$ cat config.mk
export PLATFORM = sky130hd
export DESIGN_NAME = rca_16bit
export DESIGN_NICKNAME = d
export VERILOG_FILES = /design/src/rtl/rca_16bit_pkg.sv /design/src/rtl/rca_full_adder.sv /design/src/rtl/rca_16bit.sv
export SDC_FILE = /design/constraint.sdc
export NUM_CORES = 1
export LEC_CHECK = 0
export CAP_MARGIN = 10
export CORE_MARGIN = 3
export CORE_UTILIZATION = 39
export DETAILED_ROUTE_END_ITERATION = 10
export PLACE_DENSITY_LB_ADDON = 0.12
export SYNTH_ARGS = -nofsm -noshare
export SYNTH_HDL_FRONTEND = slang
export SYNTH_SLANG_ARGS = --single-unit
$ cat constraint.sdc
create_clock -name clk -period 0.85 [get_ports clk]
set_input_delay 0.17 -clock clk [delete_from_list [all_inputs] [get_ports clk]]
set_output_delay 0.17 -clock clk [all_outputs]
set_load 0.1 [all_outputs]
$ cat src/rtl/rca_16bit_pkg.sv
// Shared constants for the ripple-carry adder slice.
package rca_16bit_pkg;

  // Default operand and sum width of the adder.
  localparam int RCA_WIDTH = 16;

endpackage

$ cat src/rtl/rca_full_adder.sv
// One-bit full adder: the single stage that the ripple chain is built from.
module rca_full_adder (
  input  logic x,
  input  logic y,
  input  logic cin,
  output logic s,
  output logic co
);

  assign s  = x ^ y ^ cin;
  assign co = (x & y) | (x & cin) | (y & cin);

endmodule

$ cat src/rtl/rca_16bit.sv
// Unsigned ripple-carry adder with a registered result.
// A chain of WIDTH full adders computes {cout,sum} = a + b combinationally;
// the result is captured one cycle later, qualified by out_valid.
module rca_16bit
  import rca_16bit_pkg::*;
#(
  parameter int WIDTH = RCA_WIDTH
) (
  input  logic             clk,
  input  logic             rst_n,
  input  logic             in_valid,
  input  logic [WIDTH-1:0] a,
  input  logic [WIDTH-1:0] b,
  output logic             out_valid,
  output logic [WIDTH-1:0] sum,
  output logic             cout
);

  // Stage p0: combinational ripple chain, no carry-in.
  logic [WIDTH:0]   carry_p0;
  logic [WIDTH-1:0] s_p0;

  assign carry_p0[0] = 1'b0;

  for (genvar i = 0; i < WIDTH; i++) begin : g_fa
    rca_full_adder u_fa (
      .x   (a[i]),
      .y   (b[i]),
      .cin (carry_p0[i]),
      .s   (s_p0[i]),
      .co  (carry_p0[i+1])
    );
  end

  // Stage p1: output register.
  logic             vld_p1;
  logic [WIDTH-1:0] sum_p1;
  logic             cout_p1;

  // Capture the chain result on valid input; reset clears the result and
  // drops the valid immediately, discarding anything in flight.
  always_ff @(posedge clk or negedge rst_n) begin
    if (!rst_n) begin
      vld_p1  <= 1'b0;
      sum_p1  <= '0;
      cout_p1 <= 1'b0;
    end else begin
      vld_p1 <= in_valid;
      if (in_valid) begin
        sum_p1  <= s_p0;
        cout_p1 <= carry_p0[WIDTH];
      end
    end
  end

  assign out_valid = vld_p1;
  assign sum       = sum_p1;
  assign cout      = cout_p1;

endmodule

# Word level (Yosys, flattened, before mapping)
# Cells that the tools add are included.
[totals]
word_cells = 110
inputBits = 35
ff_bits = 18
output_inout_bits = 18
[op_classes]
bitwise = 107
[ops]
columns = ["op", "n"]
rows = [
  ["$and 1x1->1", 46],
  ["$xor 1x1->1", 31],
  ["$or 1x1->1", 30],
]

# Longest topological paths before layout
# Gate-level depths: netlist (run 1).
[logic_depth]
depth_word = 46
depth_mapped = 18
ltp_nobuf = 18

# Hierarchy
# Synthesis (run 1) repeated with hierarchy kept, for this count alone.
[hier_totals]
cells_unflattened = 54
area_unflattened_um2 = 1034.7
[modules_own_cells]
columns = ["mod", "cells_each", "seq_area_each_um2", "n_inst", "area_each_um2"]
rows = [
  ["rca_16bit", 38, 450.4, 1, 714.4],
  ["rca_full_adder", 1, 0.0, 16, 20.0],
]

# Worst setup path after synthesis (run 1)
# OpenSTA, ideal clock, no wires.
[synth_path]
kind = "input-to-reg"
startpoint = "input port a[0]"
endpoint = "register sum_p1[15] (netlist: sum[15])"
t_arrival_ps = 6218
setup_ps = 79
path_slack_ps = -5447
n_path_buf = 0
cell_stages = 18
required_time_ps = 771
cell_sequence = "ha_1 fa_1 fa_1 fa_1 fa_1 fa_1 fa_1 fa_1 fa_1 fa_1 fa_1 fa_1 fa_1 fa_1 fa_1 inv_1 fa_1 mux2i_1"
[synth_via]
elab_chain_len = 44
elab_cells_between_ends = 58
cone_classes = "58 x bitwise"
[synth_rtl]
columns = ["element", "line", "rtl"]
rows = [
  ["start, declared", "rca_16bit.sv:12", "input logic [WIDTH-1:0] a,"],
  ["$and 1x1->1 *", "rca_full_adder.sv:11", "assign co = (x & y) | (x & cin) | (y & cin);"],
  ["$and 1x1->1", "rca_full_adder.sv:11", ""],
  ["$or 1x1->1", "rca_full_adder.sv:11", ""],
  ["$or 1x1->1 *", "rca_full_adder.sv:11", ""],
  ["$and 1x1->1", "rca_full_adder.sv:11", ""],
  ["$or 1x1->1", "rca_full_adder.sv:11", ""],
  ["$or 1x1->1 *", "rca_full_adder.sv:11", ""],
  ["$and 1x1->1", "rca_full_adder.sv:11", ""],
  ["[... 28 more ...]", "-", ""],
  ["$or 1x1->1 *", "rca_full_adder.sv:11", ""],
  ["$and 1x1->1", "rca_full_adder.sv:11", ""],
  ["$or 1x1->1", "rca_full_adder.sv:11", ""],
  ["$or 1x1->1 *", "rca_full_adder.sv:11", ""],
  ["$and 1x1->1", "rca_full_adder.sv:11", ""],
  ["$or 1x1->1", "rca_full_adder.sv:11", ""],
  ["$or 1x1->1 *", "rca_full_adder.sv:11", ""],
  ["$xor 1x1->1 *", "rca_full_adder.sv:10", "assign s = x ^ y ^ cin;"],
  ["end signal, assigned", "rca_16bit.sv:50", "sum_p1 <= s_p0;"],
  ["end, declared", "rca_16bit.sv:37", "logic [WIDTH-1:0] sum_p1;"],
]
# Mark *: on every way between the ends. The rest lies on a longest branch, timed or not.
# A chain may end at the register's enable or synchronous reset.

# Worst setup path in the final report (run 1)
# Ends and elaborated chain as after synthesis.

==> results of run 1 <==
[worst max-delay path, cell delays in order]
cell	delay, ns
buf_6	0.10
ha_4	0.15
fa_2	0.33
fa_2	0.34
fa_2	0.35
fa_2	0.35
fa_2	0.34
fa_2	0.35
fa_2	0.35
fa_2	0.35
fa_2	0.34
fa_2	0.35
fa_2	0.35
fa_2	0.35
fa_2	0.37
fa_2	0.35
inv_2	0.06
fa_1	0.40
mux2i_1	0.13
[synthesized netlist by cell type]
cell type,number
dfrtp_1,18
fa_1,15
mux2_2,8
mux2_4,7
inv_1,4
a21oi_1,1
buf_12,1
buf_6,1
ha_1,1
mux2i_1,1
nor2_1,1
[kinds of logic (layout without fill, tap and decap cells)]
family	after synthesis	in the layout	synth area share, %
AO/OA/AOI/OAI	1	1	0.489
adder cells (fa/ha/maj)	16	16	30.6
buffers and inverters	6	65	4.52
flip-flops	18	18	44.0
multiplexers	16	16	20.0
AND/OR/NAND/NOR	1	1	0.366
[worst max path at each step]
| stage | from | end |
|---|---|---|
| 3_3_place_gp | a[0] | sum[15] |
| 2_1_floorplan | a[0] | sum[15] |
| 3_5_place_dp | b[0] | sum[15] |
| 6_report | a[0] | sum[15] |
| 5_1_grt | a[0] | sum[15] |
| 4_1_cts | a[0] | sum[15] |
[sequential cells by signal (all words and copies together) (netlist names)]
name       cells
sum           16
cout           1
out_valid      1
[through the flow]
stage / TNS [ns] / std cells
finish: -45.64 / 145
global route: -47.10 / 145
CTS: -46.10 / 145
detailed placement: -53.53 / 139
global placement: -52.79 / 139
floorplan: -43.78 / 58
[power by group]
group | leakage, nW | internal [W] | switching [W]
clock network | 0.0150 | 0.000182 | 0.000249
registers | 0.193 | 0.00108 | 0.000224
logic | 0.613 | 0.00126 | 0.00176
[per-layer routing]
metal	part of all wire, %	GRT usage [%]
met5	0	0
met4	0.58	2.98
met3	7.2	5.43
met2	51	27.9
met1	41	20.5
[what timing repair did]
action,CTS,global route
setup endpoints to repair,35,35
pin swaps,1,1
buffers inserted,1,0
endpoints found under the hold margin,0,0
hold buffers,0,0
gates resized for setup,23,3
gates cloned,1,0
[final cells by class]
class / count / area [um2] / share of cell area, %
Inverter: 4 / 15.0 / 0.773
Sequential cell: 18 / 474 / 24.4
Clock buffer: 4 / 26.3 / 1.35
Tap cell: 28 / 35.0 / 1.80
Timing Repair Buffer: 57 / 788 / 40.6
Multi-Input combinational cell: 34 / 604 / 31.1
==> results.toml, run 1 <==
[floorplanning]
die_w_um = 57.2
die_y_um = 57.2
core_mm2 = 0.00234
fp.dieArea_mm2 = 0.00328
io_pins = 53
initial_utilization_pct = 43.7
rows = 17

[clock_tree]
worstSkewPairLatency_ns = 0.28
clockRootBuffer = "clkbuf_4"
path_clk_slew_ns = 0.10
cts.sinks = 18
cts_max_path_buffers = 2
cts_made_buffers = 3
cts_tree = "done"
cts_max_level = 1

[detailed_routing]
drc = 0
first_iter_violations = 13
via_count = 689
vias_per_cell = 4.75
wl_per_cell_um = 16.7
wirelength_mm = 2.42
ant_nets = 0
firstDrtPassIters = 3

[worst_hold_path]
min_path_type = "input port to asynchronous set/reset pin"

[place]
globalplace.congestion = 0.753
place_area_mm2 = 0.00185
place_ws_ns = -5.52
dpl.hpwl_mm = 1.89
io_buffers = 52

[critical_path]
path_class = "input port to flop"
critPathRequiredTime_ns = 1.06
r2r-end = "sum[0]"
r2r_start = "sum[0]"
path_max_fanout = 1
start_kind = "input port"
r2r_setup_slack_ns = -0.15
endpoint_kind = "flop"
reg2regPathDepth = 2
worstPathArrival_ns = 5.88

[logic_synthesis]
syn-instance-count = 58
ys_seq_elements = 18
yosysTopAreaCell = "dfrtp_1"
synth-seq-area-share_pct = 44.0
avgSynthCellArea_um2 = 17.6
synth_nets = 109
synth_top_area_share_pct = 44.0
synth_area_leaders = "dfrtp_1 (44%), fa_1 (29%), mux2_4 (10%), mux2_2 (8.8%), buf_12 (2.0%)"
synth_warnings = 0
synth_area_mm2 = 0.00102
ys_types = 11

[pwr]
cellPowerDensity_mw_per_mm2 = 2450
p_leak_nw = 0.821
p_total_w = 0.00476
max-vdd-ir-drop_uv = 2250

[sta]
hold_violations = 0
final.setup.worst_slack_ns = -4.82
timing.hold.ws_ns = 0.219
rsz0062_at_grt = "yes"
fmax_ghz = 0.176
post-route-min-period_ns = 5.67
slew_violations = 0
slew-limit-headroom_pct = 87.4
worst_pin_slew_ns = 0.188
finalCritPeriodShare_pct = 667
clock-skew-final_ns = 0
finalSetupViolCount = 35

[global_routing]
grt_use_total_pct = 16.4
antenna_found_initial = 0
grt_pass1_vias = 777
grt_max_degree = 19
gr-total-overflow = 0
grt_pass1_wl_mm = 3.92

[layout]
fin_util_pct = 83.0
n_antenna_cell = 0
fillCellCount = 127
nets = 169
area_growth_pct = 89.9
drive_above_1_share_pct = 66.7
final_common_cell = "clkdlybuf4s50_1"
final_area_mm2 = 0.00194
mostFrequentLayoutCells = "clkdlybuf4s50_1 (29), buf_12 (20), dfrtp_2 (16)"

[run]
maxCapViolations = 0

[run_status]
status = "finished with violations"
failed_checks = "setup timing"
Note: power is estimated with default switching activity, not from simulation.
==> run 2, diff against run 1 <==
--- a/config.mk
+++ b/config.mk
@@ -5,7 +5,7 @@
 export SDC_FILE = /design/constraint.sdc
 export NUM_CORES = 1
 export LEC_CHECK = 0
-export CAP_MARGIN = 10
+export CAP_MARGIN = 20
 export CORE_MARGIN = 3
 export CORE_UTILIZATION = 39
 export DETAILED_ROUTE_END_ITERATION = 10
==> results of run 2 <==
Same layout as run 1: the final DEF is identical, and so are final timing and power.
==> run 3, diff against run 2 <==
--- a/config.mk
+++ b/config.mk
@@ -10,6 +10,7 @@
 export CORE_UTILIZATION = 39
 export DETAILED_ROUTE_END_ITERATION = 10
 export PLACE_DENSITY_LB_ADDON = 0.12
+export SKIP_LAST_GASP = 1
 export SYNTH_ARGS = -nofsm -noshare
 export SYNTH_HDL_FRONTEND = slang
 export SYNTH_SLANG_ARGS = --single-unit
==> results of run 3 <==
Same layout as run 1: the final DEF is identical, and so are final timing and power.
